`config.mk`:
```
export PLATFORM = sky130hd
export DESIGN_NAME = seq_divider_param_flat
export DESIGN_NICKNAME = d
export VERILOG_FILES = /design/src/rtl/seq_divider_param_if.sv /design/src/rtl/seq_divider_param.sv /design/src/flat_wrapper.sv
export SDC_FILE = /design/constraint.sdc
export NUM_CORES = 1
export LEC_CHECK = 0
export ABC_CLOCK_PERIOD_IN_PS = 6600
export BUFFER_PORTS_ARGS = -buffer_cell sky130_fd_sc_hd__buf_4
export CORE_MARGIN = 2
export CORE_UTILIZATION = 34
export DETAILED_ROUTE_END_ITERATION = 10
export PLACE_DENSITY = 0.48
export SYNTH_ARGS = -nofsm -noshare
export SYNTH_HDL_FRONTEND = slang
export SYNTH_SLANG_ARGS = --single-unit
```
`constraint.sdc`:
```
create_clock -name clk -period 6.6 [get_ports clk]
set_clock_uncertainty 0.2 [all_clocks]
set_input_delay 0.33 -clock clk [delete_from_list [all_inputs] [get_ports clk]]
set_output_delay 0.33 -clock clk [all_outputs]
set_load 0.01 [all_outputs]
```
`src/rtl/seq_divider_param_if.sv`:
```
// Handshake bundle for seq_divider_param: an operand channel in and a result channel out.
// The master is the producer/consumer side; the slave is the divider.
interface seq_divider_param_if #(
  parameter int WIDTH = 32
);
  logic             in_valid;
  logic             in_ready;
  logic             sign;
  logic [WIDTH-1:0] dividend;
  logic [WIDTH-1:0] divisor;
  logic             out_valid;
  logic             out_ready;
  logic [WIDTH-1:0] quotient;
  logic [WIDTH-1:0] remainder;
  logic             div_by_zero;
  logic             overflow;

  modport master (
    output in_valid, sign, dividend, divisor, out_ready,
    input  in_ready, out_valid, quotient, remainder, div_by_zero, overflow
  );

  modport slave (
    input  in_valid, sign, dividend, divisor, out_ready,
    output in_ready, out_valid, quotient, remainder, div_by_zero, overflow
  );
endinterface

```
`src/rtl/seq_divider_param.sv`:
```
// Multi-cycle restoring divider producing one quotient bit per clock, with per-operation
// signed/unsigned mode, valid/ready on both sides and defined divide-by-zero/overflow results.
module seq_divider_param #(
  parameter int WIDTH = 32,
  parameter int CNT_W = $clog2(WIDTH + 1)
) (
  input  logic               clk,
  input  logic               rst_n,
  seq_divider_param_if.slave bus
);

  typedef enum logic [1:0] {
    IDLE,
    CALC,
    FIX,
    DONE
  } state_t;

  localparam logic [WIDTH-1:0] MIN_VAL = {1'b1, {(WIDTH-1){1'b0}}};

  state_t           state_q, state_d;
  logic [CNT_W-1:0] cnt_q, cnt_d;
  logic [WIDTH-1:0] acc_q, acc_d;
  logic [WIDTH-1:0] dvd_q, dvd_d;
  logic [WIDTH-1:0] dvs_q, dvs_d;
  logic             neg_quot_q, neg_quot_d;
  logic             neg_rem_q, neg_rem_d;
  logic [WIDTH-1:0] quot_q, quot_d;
  logic [WIDTH-1:0] rem_q, rem_d;
  logic             dbz_q, dbz_d;
  logic             ovf_q, ovf_d;

  logic [WIDTH-1:0] mag_dividend;
  logic [WIDTH-1:0] mag_divisor;
  logic [WIDTH:0]   shifted;
  logic [WIDTH:0]   trial;
  logic             is_overflow;

  // Magnitudes of the incoming operands; MIN maps to 2^(WIDTH-1) read as unsigned.
  assign mag_dividend = (bus.sign && bus.dividend[WIDTH-1]) ? -bus.dividend : bus.dividend;
  assign mag_divisor  = (bus.sign && bus.divisor[WIDTH-1])  ? -bus.divisor  : bus.divisor;
  assign is_overflow  = bus.sign && (bus.dividend == MIN_VAL) && (bus.divisor == '1);

  assign shifted = {acc_q, dvd_q[WIDTH-1]};
  assign trial   = shifted - {1'b0, dvs_q};

  always_ff @(posedge clk or negedge rst_n) begin
    if (!rst_n) begin
      state_q    <= IDLE;
      cnt_q      <= '0;
      acc_q      <= '0;
      dvd_q      <= '0;
      dvs_q      <= '0;
      neg_quot_q <= 1'b0;
      neg_rem_q  <= 1'b0;
      quot_q     <= '0;
      rem_q      <= '0;
      dbz_q      <= 1'b0;
      ovf_q      <= 1'b0;
    end else begin
      state_q    <= state_d;
      cnt_q      <= cnt_d;
      acc_q      <= acc_d;
      dvd_q      <= dvd_d;
      dvs_q      <= dvs_d;
      neg_quot_q <= neg_quot_d;
      neg_rem_q  <= neg_rem_d;
      quot_q     <= quot_d;
      rem_q      <= rem_d;
      dbz_q      <= dbz_d;
      ovf_q      <= ovf_d;
    end
  end

  // dvd_q doubles as the quotient shift register: dividend bits leave at the top
  // while quotient bits enter at the bottom.
  always_comb begin
    state_d    = state_q;
    cnt_d      = cnt_q;
    acc_d      = acc_q;
    dvd_d      = dvd_q;
    dvs_d      = dvs_q;
    neg_quot_d = neg_quot_q;
    neg_rem_d  = neg_rem_q;
    quot_d     = quot_q;
    rem_d      = rem_q;
    dbz_d      = dbz_q;
    ovf_d      = ovf_q;

    case (state_q)
      IDLE: begin
        if (bus.in_valid) begin
          if (bus.divisor == '0) begin
            quot_d  = '1;
            rem_d   = bus.dividend;
            dbz_d   = 1'b1;
            ovf_d   = 1'b0;
            state_d = DONE;
          end else if (is_overflow) begin
            quot_d  = MIN_VAL;
            rem_d   = '0;
            dbz_d   = 1'b0;
            ovf_d   = 1'b1;
            state_d = DONE;
          end else begin
            acc_d      = '0;
            dvd_d      = mag_dividend;
            dvs_d      = mag_divisor;
            neg_quot_d = bus.sign && (bus.dividend[WIDTH-1] ^ bus.divisor[WIDTH-1]);
            neg_rem_d  = bus.sign && bus.dividend[WIDTH-1];
            cnt_d      = CNT_W'(WIDTH);
            state_d    = CALC;
          end
        end
      end

      CALC: begin
        if (!trial[WIDTH]) begin
          acc_d = trial[WIDTH-1:0];
          dvd_d = {dvd_q[WIDTH-2:0], 1'b1};
        end else begin
          acc_d = shifted[WIDTH-1:0];
          dvd_d = {dvd_q[WIDTH-2:0], 1'b0};
        end
        cnt_d = cnt_q - CNT_W'(1);
        if (cnt_q == CNT_W'(1)) begin
          state_d = FIX;
        end
      end

      FIX: begin
        quot_d  = neg_quot_q ? -dvd_q : dvd_q;
        rem_d   = neg_rem_q ? -acc_q : acc_q;
        dbz_d   = 1'b0;
        ovf_d   = 1'b0;
        state_d = DONE;
      end

      DONE: begin
        if (bus.out_ready) begin
          state_d = IDLE;
        end
      end

      default: begin
        state_d = IDLE;
      end
    endcase
  end

  assign bus.in_ready    = (state_q == IDLE);
  assign bus.out_valid   = (state_q == DONE);
  assign bus.quotient    = quot_q;
  assign bus.remainder   = rem_q;
  assign bus.div_by_zero = dbz_q;
  assign bus.overflow    = ovf_q;

endmodule

```
`src/flat_wrapper.sv`:
```
// flat-port wrapper written by rule: the top's interface ports become plain ports
module seq_divider_param_flat 
#(
  parameter int WIDTH = 32,
  parameter int CNT_W = $clog2(WIDTH + 1)
)
  (clk, rst_n, bus_in_valid, bus_sign, bus_dividend, bus_divisor, bus_out_ready, bus_in_ready, bus_out_valid, bus_quotient, bus_remainder, bus_div_by_zero, bus_overflow);
  seq_divider_param_if #(.WIDTH(WIDTH)) bus_i ();
  input  logic clk;
  input  logic rst_n;
  input wire logic [$bits(bus_i.in_valid)-1:0] bus_in_valid;
  input wire logic [$bits(bus_i.sign)-1:0] bus_sign;
  input wire logic [$bits(bus_i.dividend)-1:0] bus_dividend;
  input wire logic [$bits(bus_i.divisor)-1:0] bus_divisor;
  input wire logic [$bits(bus_i.out_ready)-1:0] bus_out_ready;
  output wire logic [$bits(bus_i.in_ready)-1:0] bus_in_ready;
  output wire logic [$bits(bus_i.out_valid)-1:0] bus_out_valid;
  output wire logic [$bits(bus_i.quotient)-1:0] bus_quotient;
  output wire logic [$bits(bus_i.remainder)-1:0] bus_remainder;
  output wire logic [$bits(bus_i.div_by_zero)-1:0] bus_div_by_zero;
  output wire logic [$bits(bus_i.overflow)-1:0] bus_overflow;
  assign bus_i.in_valid = bus_in_valid;
  assign bus_i.sign = bus_sign;
  assign bus_i.dividend = bus_dividend;
  assign bus_i.divisor = bus_divisor;
  assign bus_i.out_ready = bus_out_ready;
  assign bus_in_ready = bus_i.in_ready;
  assign bus_out_valid = bus_i.out_valid;
  assign bus_quotient = bus_i.quotient;
  assign bus_remainder = bus_i.remainder;
  assign bus_div_by_zero = bus_i.div_by_zero;
  assign bus_overflow = bus_i.overflow;
  seq_divider_param #(.WIDTH(WIDTH), .CNT_W(CNT_W)) u_core (.clk(clk), .rst_n(rst_n), .bus(bus_i));
endmodule
```
# After elaboration in Yosys (flattened, before gate mapping)

Index checks and enable logic that the tools add are counted.

Register bits after elaboration: 172
Bits of input ports: 69
Output and inout bits: 68
Word-level logic and storage cells: 85

Add/sub/neg operators: 6
Equal/unequal tests: 12
Multiplexer cells: 40
Bitwise operators: 3
Reductions and logical operators: 13

Operators with widths:

| cell                   | number |
|---|---|
| $mux W32               | 17 |
| $pmux W32 S2           | 4 |
| $neg A32 Y32           | 4 |
| $eq A32 B32 Y1 const B | 2 |
| $sub A33 B32 Y33       | 1 |
| $logic_not A32 Y1      | 1 |
| $mux W6                | 3 |
| $pmux W6 S2            | 1 |
| $mux W2                | 5 |
| $ne A2 B2 Y1 const B   | 4 |
| $pmux W2 S4            | 1 |
| $reduce_and A4 Y1      | 2 |
| $mux W1                | 7 |
| $eq A6 B1 Y1 const B   | 1 |
| $reduce_and A3 Y1      | 2 |
| $sub A6 B1 Y6 const B  | 1 |
| $logic_and A1 B1 Y1    | 5 |
| $eq A2 B2 Y1 const B   | 2 |
| $pmux W1 S2            | 2 |
| $reduce_bool A2 Y1     | 2 |
| $ne A3 B1 Y1 const B   | 1 |
| $eq A2 B1 Y1 const B   | 1 |
| $logic_not A2 Y1       | 1 |
| $ne A2 B1 Y1 const B   | 1 |
| other kinds (2)        | 3 |

# Longest topological paths before layout

Word-level depth: 7
Depth in mapped cells: 13
Depth with buffers taken out: 11

# Worst setup path after synthesis

Ideal clock, no wire load.

Path kind: flip-flop to flip-flop
Start point: register u_core.dvd_q[31]
End point: register u_core.acc_q[10]
Library setup time: 133 ps
Arrival: 2971 ps
Required time: 6267 ps
Slack: 3296 ps
Stages on the path, launching flop included: 14
Buffers on the path: 2
Clock period less this slack: 3304 ps
Path through: dfrtp_1 > inv_1 > ha_1 > fa_1 > nand2b_1 > a21oi_1 > o21ai_0 > o211ai_1 > nand2_1 > a211oi_1 > buf_2 > buf_1 > mux2i_1 > o21ai_0

Cells in the longest elaborated chain, start to end: 3

RTL lines:

| item                   | RTL line                 | RTL |
|---|---|---|
| start, declared        | seq_divider_param.sv:24  | `logic [WIDTH-1:0] dvd_q, dvd_d;` |
| start signal, assigned | seq_divider_param.sv:64  | `dvd_q <= dvd_d;` |
| $sub A33 B32 Y33       | seq_divider_param.sv:45  | `assign trial = shifted - {1'b0, dvs_q};` |
| $mux W32               | seq_divider_param.sv:118 | `if (!trial[WIDTH]) begin` |
| $pmux W32 S2           | seq_divider_param.sv:90  | `case (state_q)` |
| end signal, assigned   | seq_divider_param.sv:51  | `acc_q <= '0;` |
| end signal, assigned   | seq_divider_param.sv:63  | `acc_q <= acc_d;` |
| end, declared          | seq_divider_param.sv:23  | `logic [WIDTH-1:0] acc_q, acc_d;` |

No other way between the ends.
A chain may end at the register's enable or synchronous reset.

# Worst setup path in the final report

Start point: input bus_dividend[24]
End point: register u_core.acc_q[2]

Cells in the longest elaborated chain, start to end: 5

RTL lines:

| item                             | RTL line                | RTL |
|---|---|---|
| start, declared                  | flat_wrapper.sv:13      | `input wire logic [$bits(bus_i.dividend)-1:0] bus_dividend;` |
| $eq A32 B32 Y1                   | seq_divider_param.sv:42 | `assign is_overflow = bus.sign && (bus.dividend == MIN_VAL) && (bus.divisor == '1);` |
| $logic_and A1 B1 Y1 (2 in a row) | seq_divider_param.sv:42 |  |
| $ne A2 B2 Y1 (no line)           | -                       |  |
| $reduce_and A4 Y1 (no line)      | -                       |  |

No other way between the ends.

==> results.cfg <==
[worst_hold_path]
hp-start = bus_divisor[25]
worstHoldPathType = input port to flip-flop
whs_path_depth = 3
whs_endpoint = u_core.dvs_q[25]$_DFFE_PN0P_

[yosys]
async_flop_share = 1.00
synthTopCellsByCount = nand2_1 (256), dfrtp_1 (172), o21ai_0 (126)
syn_avg_cell_area_sq_um = 8.22
synth_area_leaders = dfrtp_1 (35%), nand2_1 (7.9%), xor2_1 (5.4%)
synth_top_area_frac = 0.353
yosysUniqueCellTypes = 65
syn_area_sq_um = 12200
synth_cells = 1485
synth-main-ff-cell = dfrtp_1
synth_edf_count = 0
yosysSeqAreaShare = 0.353
yosys.area.top_type = dfrtp_1
synth_fp_nets = 1598
yosysWarnings = 0
ys_ff_latch = 172
synth.most_common_cell = nand2_1

[finish]
diodes = 0
n_fill_cell = 3644
multi_input_area_sq_um = 7340
nNetsFinal = 1719
area_delta_synth_final_pct = 19.0
finalInstanceArea_sq_um = 14500
drive_above_1_share = 0.124
seq_area_sq_um = 4300

[worst_setup_path]
r2r_cells = 12
cp_common_cell = buf_4
startpoint_type = input port
worstSetupEndpointType = flip-flop
crit_chain = dlygate4sd3_1, buf_4, or4_1, nor4_1, nand4_1, o21ai_4, o22a_2, buf_4, nand2_1, o311ai_0
critPathLaunch = bus_dividend[24]
rrSetupSlack_ns = 2.80
criticalPathCategory = input port to flip-flop
cp_max_fo = 60
cp.required_ns = 6.73
worstReg2RegStart = u_core.dvd_q[31]$_DFFE_PN0P_
cpPeakStageDelay_ns = 0.81
crit_slowest_cell = o22a_2
crit_arrival_ns = 4.37
r2r-end = u_core.acc_q[5]$_DFFE_PN0P_

[timing]
rsz0062_at_grt = no
tightest_slew_ns = 1.15
setup_violations = 0
finalSetupTns_ns = 0
fin_ws_ns = 2.35
holdWs_ns = 0.0117
finalMaxSlewViolations = 0
fin_crit_sh = 0.643
clock.fmax_mhz = 235
fin_crit_ns = 4.25
hold_violations = 0
maxSlewHeadroom = 0.231

[run]
drv_cap = 0

[clock_tree]
clkLatencyLatePin_ns = 0.45
htreeDepth = 4
tritoncts = done
clock_sinks = 172
cts.repair.resized = 0
postCtsSetupBuffers = 0
clk_path_buf_depth = 2
root_buffer = clkbuf_16
cts_buffers = 17
clkTransAtPathRegs_ns = 0.07

[placed_design]
post-place-ws_ns = 2.46
place_congestion = 0.863
hpwl_um = 28500
port_buffers = 136
dpl_cell_area_sq_um = 13600

[detailed_routing]
via_count = 10900
first_pass_iters = 5
wl_per_cell_um = 18.1
drt_iter0_drc = 599
drt-vias-per-instance = 5.25
drc = 0
ant_nets = 0
drt-total-wl_um = 37600

[floorplanning]
dieArea_sq_um = 37400
ios = 137
core_sq_um = 35500
dieHeight_um = 193
fp.dieW_um = 193
initial_utilization = 0.344
fp-row-count = 69

[pwr]
total_power_mw = 7.24
power.density_nw_per_um2 = 499
ir_worst_vdd_mv = 0.276
p_leak_nw = 6.44

[global_route]
grt_use_met1 = 0.274
grt_util_all_layers = 0.205
grt_pass1_vias = 10900
gr-usage-met2 = 0.348
grt_max_degree = 72
grt_pass1_wl_um = 61400
grt_overflow = 0
grt_antenna_before_repair = 1
busiest_layer = met2
grt_util_met3 = 0.0239

[outcome]
status = finished, final reports clean
-- final cells by class --
class,count,share of cell area
Clock buffer,20,0.0308
Clock inverter,12,0.00956
Inverter,57,0.0147
Multi-Input combinational cell,1171,0.505
Sequential cell,172,0.296
Tap cell,461,0.0397
Timing Repair Buffer,187,0.103
-- worst max path at each step --
| stage | end | slack [ns] | cells past startpoint |
|---|---|---|---|
| final | u_core.acc_q[2]$_DFFE_PN0P_ | 2.35 | 10 |
| after global routing | u_core.acc_q[22]$_DFFE_PN0P_ | 2.11 | 10 |
| after CTS | u_core.acc_q[2]$_DFFE_PN0P_ | 2.37 | 10 |
| after detailed placement | u_core.acc_q[2]$_DFFE_PN0P_ | 2.46 | 9 |
| after global placement | u_core.acc_q[2]$_DFFE_PN0P_ | 2.51 | 9 |
| after floorplan | u_core.acc_q[10]$_DFFE_PN0P_ | 3.30 | 13 |
-- stage by stage --
stage,std cells,utilization
after detailed placement,2010,0.382
final,2080,0.409
after global placement,2010,0.382
after global routing,2080,0.409
after CTS,2080,0.409
after floorplan,1485,-
-- sequential cells by signal, indices dropped and copies added, names as in the netlist --
name                    flops
u_core.bus.remainder       32
u_core.dvd_q               32
u_core.acc_q               32
u_core.neg_rem_q            1
u_core.bus.overflow         1
u_core.dvs_q               32
u_core.state_q              2
u_core.bus.quotient        32
u_core.cnt_q                6
u_core.neg_quot_q           1
u_core.bus.div_by_zero      1
-- critical path: cells and delay by family --
family / cells / cell delay [ns]
AOI/OAI and AO/OA: 3 / 1.20
and+or+nand+nor: 4 / 1.59
buffers and inverters: 3 / 1.22
-- where the power goes --
group | internal [mW] | switching (mW) | total (mW)
registers | 1.52 | 0.536 | 2.05
logic | 1.72 | 2.43 | 4.15
clock network | 0.571 | 0.466 | 1.04
total | 3.81 | 3.44 | 7.24
-- cells in the final DEF, fill, tap and decap left out, drive strengths merged, types with 4 or more instances in the layout --
| cell type | Yosys | final |
|---|---|---|
| xor2 | 75 | 75 |
| or4 | 13 | 13 |
| o21a | 4 | 4 |
| a31oi | 7 | 7 |
| and3 | 8 | 8 |
| xnor2 | 70 | 70 |
| nand2b | 8 | 8 |
| nor3 | 26 | 26 |
| or3 | 19 | 19 |
| o211ai | 15 | 15 |
| nor2 | 97 | 97 |
| a21oi | 98 | 98 |
| nor3b | 4 | 4 |
| nor4 | 19 | 19 |
| a211oi | 26 | 26 |
| nand3 | 30 | 30 |
| clkinvlp | 0 | 7 |
| nand4 | 24 | 24 |
| o41ai | 17 | 17 |
| a211o | 6 | 6 |
| and2 | 8 | 8 |
| nand2 | 256 | 256 |
| nand3b | 8 | 8 |
| a21o | 35 | 35 |
| ha | 43 | 43 |
| o21ai | 132 | 132 |
| a22o | 7 | 7 |
| dlygate4sd3 | 0 | 38 |
| mux2i | 39 | 39 |
| inv | 57 | 60 |
| clkbuf | 52 | 20 |
| nor2b | 8 | 8 |
| buf | 33 | 149 |
| o31ai | 31 | 31 |
| a221o | 11 | 11 |
| dfrtp | 172 | 172 |
-- cell families after synthesis --
kind of cell,after synthesis,share of synthesized area
AOI/OAI and AO/OA,406,0.214
xor gates and xnor gates,145,0.104
adders and majority gates,44,0.0457
buffers and inverters,142,0.0481
DFF,172,0.353
muxes,42,0.0348
and+or+nand+nor,534,0.201
-- routing by layer --
metal,share of wire,vias to the layer above
li1,-,5506
met1,0.47,5180
met2,0.49,193
met3,0.027,38
met4,0.021,0
met5,0,-
-- repair_timing --
| item | in CTS | in global routing |
|---|---|---|
| endpoints found under the setup margin | 0 | 0 |
| endpoints found under the hold margin | 93 | 0 |
| hold buffers | 38 | 0 |
No activity file was read; power rests on OpenSTA's default activity.
